`src/rtl/ahb_beat_serializer.sv`:
```
// ahb_beat_serializer: takes one IN_W-bit word per handshake and emits it as
// OUT_W-bit beats, least-significant slice first. Beats that run past IN_W
// are zero-filled. in_ready is combinational from out_ready, so back-to-back
// words stream without a bubble.
module ahb_beat_serializer #(
    parameter  int IN_W   = 32,
    parameter  int OUT_W  = 8,
    localparam int NBEATS = (IN_W + OUT_W - 1) / OUT_W,
    localparam int CNT_W  = ($clog2(NBEATS + 1) > 1) ? $clog2(NBEATS + 1) : 1
) (
    input  logic             HCLK,
    input  logic             HRESET,
    input  logic             in_valid,
    output logic             in_ready,
    input  logic [IN_W-1:0]  in_data,
    input  logic [CNT_W-1:0] in_len,
    output logic             out_valid,
    input  logic             out_ready,
    output logic [OUT_W-1:0] out_data,
    output logic [CNT_W-1:0] out_idx,
    output logic             out_last,
    output logic             busy
);

    typedef enum logic [0:0] {
        ST_IDLE = 1'b0,
        ST_SEND = 1'b1
    } state_t;

    localparam int               PAD_W    = NBEATS * OUT_W;
    localparam logic [CNT_W-1:0] NBEATS_C = CNT_W'(NBEATS);
    localparam logic [CNT_W-1:0] ONE_C    = CNT_W'(1'b1);
    localparam logic [CNT_W-1:0] ZERO_C   = {CNT_W{1'b0}};

    // A length of zero, or one larger than the word holds, means "all beats".
    function automatic logic [CNT_W-1:0] clamp_len(input logic [CNT_W-1:0] len);
        if ((len == ZERO_C) || (len > NBEATS_C)) begin
            return NBEATS_C;
        end else begin
            return len;
        end
    endfunction

    // Select beat 'idx' of the word; bit positions at or above IN_W read as zero.
    function automatic logic [OUT_W-1:0] slice_beat(input logic [IN_W-1:0]  word,
                                                    input logic [CNT_W-1:0] idx);
        logic [PAD_W-1:0] pad;
        logic [OUT_W-1:0] res;
        pad            = {PAD_W{1'b0}};
        pad[IN_W-1:0]  = word;
        res            = {OUT_W{1'b0}};
        for (int b = 0; b < NBEATS; b++) begin
            if (idx == CNT_W'(b)) begin
                res = pad[b*OUT_W +: OUT_W];
            end else begin
                res = res;
            end
        end
        return res;
    endfunction

    state_t           state_q, state_d;
    logic [IN_W-1:0]  word_q,  word_d;
    logic [CNT_W-1:0] idx_q,   idx_d;
    logic [CNT_W-1:0] len_q,   len_d;

    logic             send_s;
    logic             last_s;
    logic             in_fire_s;
    logic             out_fire_s;

    assign send_s     = (state_q == ST_SEND);
    assign last_s     = send_s & (idx_q == (len_q - ONE_C));
    assign in_ready   = ~HRESET & (~send_s | (last_s & out_ready));
    assign in_fire_s  = in_valid & in_ready;
    assign out_fire_s = send_s & out_ready;

    assign out_valid  = send_s;
    assign out_last   = last_s;
    assign out_idx    = idx_q;
    assign busy       = send_s;

    // Beat data is forced to zero outside SEND so a stale word never leaks out.
    always_comb begin
        out_data = {OUT_W{1'b0}};
        if (send_s) begin
            out_data = slice_beat(word_q, idx_q);
        end else begin
            out_data = {OUT_W{1'b0}};
        end
    end

    // Next-state logic: load on input transfer, step idx on each output beat.
    always_comb begin
        state_d = state_q;
        word_d  = word_q;
        idx_d   = idx_q;
        len_d   = len_q;
        case (state_q)
            ST_IDLE: begin
                if (in_fire_s) begin
                    state_d = ST_SEND;
                    word_d  = in_data;
                    idx_d   = ZERO_C;
                    len_d   = clamp_len(in_len);
                end else begin
                    state_d = ST_IDLE;
                end
            end
            ST_SEND: begin
                if (out_fire_s) begin
                    if (!last_s) begin
                        idx_d = idx_q + ONE_C;
                    end else if (in_fire_s) begin
                        state_d = ST_SEND;
                        word_d  = in_data;
                        idx_d   = ZERO_C;
                        len_d   = clamp_len(in_len);
                    end else begin
                        state_d = ST_IDLE;
                        idx_d   = ZERO_C;
                    end
                end else begin
                    state_d = ST_SEND;
                end
            end
            default: begin
                state_d = ST_IDLE;
                idx_d   = ZERO_C;
            end
        endcase
    end

    // State registers; reset discards any word in flight.
    always_ff @(posedge HCLK) begin
        if (HRESET) begin
            state_q <= ST_IDLE;
            word_q  <= {IN_W{1'b0}};
            idx_q   <= ZERO_C;
            len_q   <= ZERO_C;
        end else begin
            state_q <= state_d;
            word_q  <= word_d;
            idx_q   <= idx_d;
            len_q   <= len_d;
        end
    end

endmodule

```
`config.mk`:
```
export PLATFORM = sky130hd
export DESIGN_NAME = ahb_beat_serializer
export DESIGN_NICKNAME = d
export VERILOG_FILES = /design/src/rtl/ahb_beat_serializer.sv
export SDC_FILE = /design/constraint.sdc
export NUM_CORES = 1
export LEC_CHECK = 0
export CAP_MARGIN = 20
export CORE_MARGIN = 4
export CORE_UTILIZATION = 53
export CTS_CLUSTER_SIZE = 24
export DETAILED_ROUTE_END_ITERATION = 8
export PLACE_DENSITY = 0.9
export SLEW_MARGIN = 20
export SYNTH_ARGS = -nofsm -noshare
export SYNTH_HDL_FRONTEND = slang
export SYNTH_SLANG_ARGS = --single-unit
```
`constraint.sdc`:
```
create_clock -name HCLK -period 4.73 [get_ports HCLK]
set_input_delay 0.946 -clock HCLK [delete_from_list [all_inputs] [get_ports HCLK]]
set_output_delay 0.946 -clock HCLK [all_outputs]
set_load 0.02 [all_outputs]
```
==> impl_metrics.tcl <==
set metrics [dict create \
    finalSetupTns_ps 0 \
    crit_path_end_kind "primary output" \
    placed_area_sq_um 2730 \
    die_area_sq_um 5340 \
    finalCriticalPeriod_ps 3600 \
    avgSynthCellArea_sq_um 10.1 \
    rsz0062_at_grt "false" \
    io_buffer_count 53 \
    synth_most_common_cell "dfxtp_1" \
    critical_path_buf_inv_count 1 \
    cts.sink_count 39 \
    synth_edf_count 0 \
    fin_crit_sh_pct 76.1 \
    drt_iter0_drc 66 \
    clockBufferDepth 2 \
    synth_top_area_share_pct 34.8 \
    syn_area_sq_um 2240 \
    syn_nets 268 \
    die_w_um 73.1 \
    startpoint_type "register" \
    diodes 0 \
    p_leak_nw 1.14 \
    gr-total-overflow 0 \
    drive_above_1_share_pct 18.5 \
    cap_violations 0 \
    setup_violations 0 \
    worstPathMaxFanout 9 \
    dr.pass1.iters 4 \
    cp_slowest_cell "clkdlybuf4s50_1" \
    yosys-top-cells-area "dfxtp_1, mux2_4, and2b_1, nand2_1, ha_1" \
    hp-class "register to register" \
    hold_viol 0 \
    cp_top_family "buffers and inverters" \
    fin_cells 320 \
    grt.total_usage_pct 18.1 \
    cpPeakStageDelay_ps 660 \
    wl_per_cell_um 14.4 \
    drv_slew 0 \
    hpwl_um 3330 \
    post-place-ws_ps 1460 \
    grt_pass1_wl_um 7440 \
    netlist.top_cell.by_area "dfxtp_1" \
    grt_pass1_vias 1628 \
    top_level_ports 54 \
    critPathKind "register to primary output" \
    initial_core_util_pct 55.3 \
    status "finished, final reports clean" \
    clk_pin_slew_ps 80 \
    placedCellCount 312 \
    grt_max_degree 38 \
    insertion_delay_ps 290 \
    power_density_nw_per_um2 259 \
    crit_required_ps 3780 \
    core_area_sq_um 4060 \
    synthTopCellsByCount "dfxtp_1, nand2_1, mux2_4" \
    irDropWorstVdd_mv 0.200 \
    skew_ps 4.98 \
    htree_num_levels 2 \
    cp_cell_sequence "ha_1 -> ha_1 -> nor2_1 -> o211ai_1 -> a21boi_0 -> clkdlybuf4s50_1" \
    fmax_mhz 278 \
    fill_cells 317 \
    synth.distinct_cells 30 \
    finalWirelength_um 4610 \
    worst_pin_slew_ps 1020 \
    cts_resized 0 \
    die_y_um 73.1 \
    synth_seq_area_share_pct 34.8 \
    syn_to_final_growth_pct 25.2 \
    syn_inst 222 \
    cpMostUsedCell "ha_1" \
    cts_buffers 5 \
    ys_ff_latch 39 \
    row_count 23 \
    postRouteAntennaNets 0 \
    yosys_warnings 0 \
    finalWeightedCongestion 0.811 \
    cts_tree "done" \
    vias 1634 \
    async_flop_share_pct 0 \
    crit_arrival_ps 2650 \
    cts_root_buffer "clkbuf_8" \
    postCtsSetupBuffers 0 \
    yosys_most_used_dff "dfxtp_1" \
    antenna_found_initial 0 \
    stdcell_area_sq_um 2810 \
    vias_per_cell 5.11 \
    nNetsFinal 315 \
    setup_ws_ps 1130 \
    route.detailed.drc 0 \
    max_slew_margin_pct 32.1 \
    cts-hold-fix-buffers 0 \
]
final cells by class:
cell class                 count  area, sq um  share of cell area [%]
tap                           50         62.6                    2.23
clock inverter                 3         15.0                   0.534
clock buffer                   5         68.8                    2.45
sequential                    39          781                    27.8
multi-input combinational    161         1320                    46.8
inverter                       8         30.0                    1.07
timing repair buffer          54          538                    19.1
routing by layer:
layer  GRT usage [%]  up-vias  share of wire [%]
li1                -      837                  -
met1            23.0      741                 46
met2            29.2       45                 46
met3            4.82       11                5.7
met4            6.76        0                2.1
met5               0        -                  0
flip-flops by register name (all words and copies together), names as in the netlist:
name and cells:
out_idx 3, word_q 32, busy 1, len_q 3
where the power goes:
| group | switching (mW) | internal, mW |
|---|---|---|
| clock | 0.120 | 0.101 |
| combinational | 0.0511 | 0.0898 |
| sequential | 0.0148 | 0.350 |
path summary, 6_finish.rpt:
path,from,endpoint,slack (ps),depth (start not counted)
worst max-delay path,out_idx[0]$_SDFFE_PP0P_,out_data[5],1130,6
worst min-delay path,len_q[1]$_SDFFE_PP0P_,len_q[1]$_SDFFE_PP0P_,470,2
worst max register to register,len_q[0]$_SDFFE_PP0P_,word_q[0]$_SDFFE_PP0P_,2040,6
worst min register to register,len_q[1]$_SDFFE_PP0P_,len_q[1]$_SDFFE_PP0P_,470,2
per-stage QoR:
stage	util (%)	hold slack (ps)	power [mW]
after floorplan	-	435	0.460
after global placement	67.2	449	0.510
after detailed placement	67.2	463	0.513
after CTS	69.3	474	0.730
after global routing	69.3	524	0.756
final	69.3	467	0.727
cells in the final DEF, fill, tap and decap left out:
cell type	count
xnor2_1	2
mux2_4	28
clkdlybuf4s50_1	53
xor3_2	1
buf_4	1
nand2_1	32
nand3_1	1
dfxtp_1	39
o21ai_0	8
a311oi_1	1
and2b_1	20
mux2i_1	2
mux2_2	5
or3b_2	1
nor3_4	1
or3_2	2
o211ai_1	8
a21oi_1	5
clkinv_2	3
a21boi_0	8
inv_1	8
nor2_1	4
ha_1	7
clkbuf_8	5
nor2b_1	13
a41o_2	1
nand2b_1	8
nor3b_1	1
or2_2	1
and2_2	1
cells by family after synthesis:
family,after synthesis,share of synthesized area [%]
compound gates,31,9.09
xor+xnor,3,1.90
flops,39,34.8
buf+inv,22,6.69
fa+ha+maj,7,3.90
mux,35,22.1
simple gates,85,21.5
worst register-to-register path, cell delays in order (launching register included):
cell and delay (ps):
dfxtp_1 380, inv_1 60, ha_1 320, xnor2_1 170, nor3_4 310, a41o_2 930
mux2_2 430
Note: power is estimated with default switching activity, not from simulation.
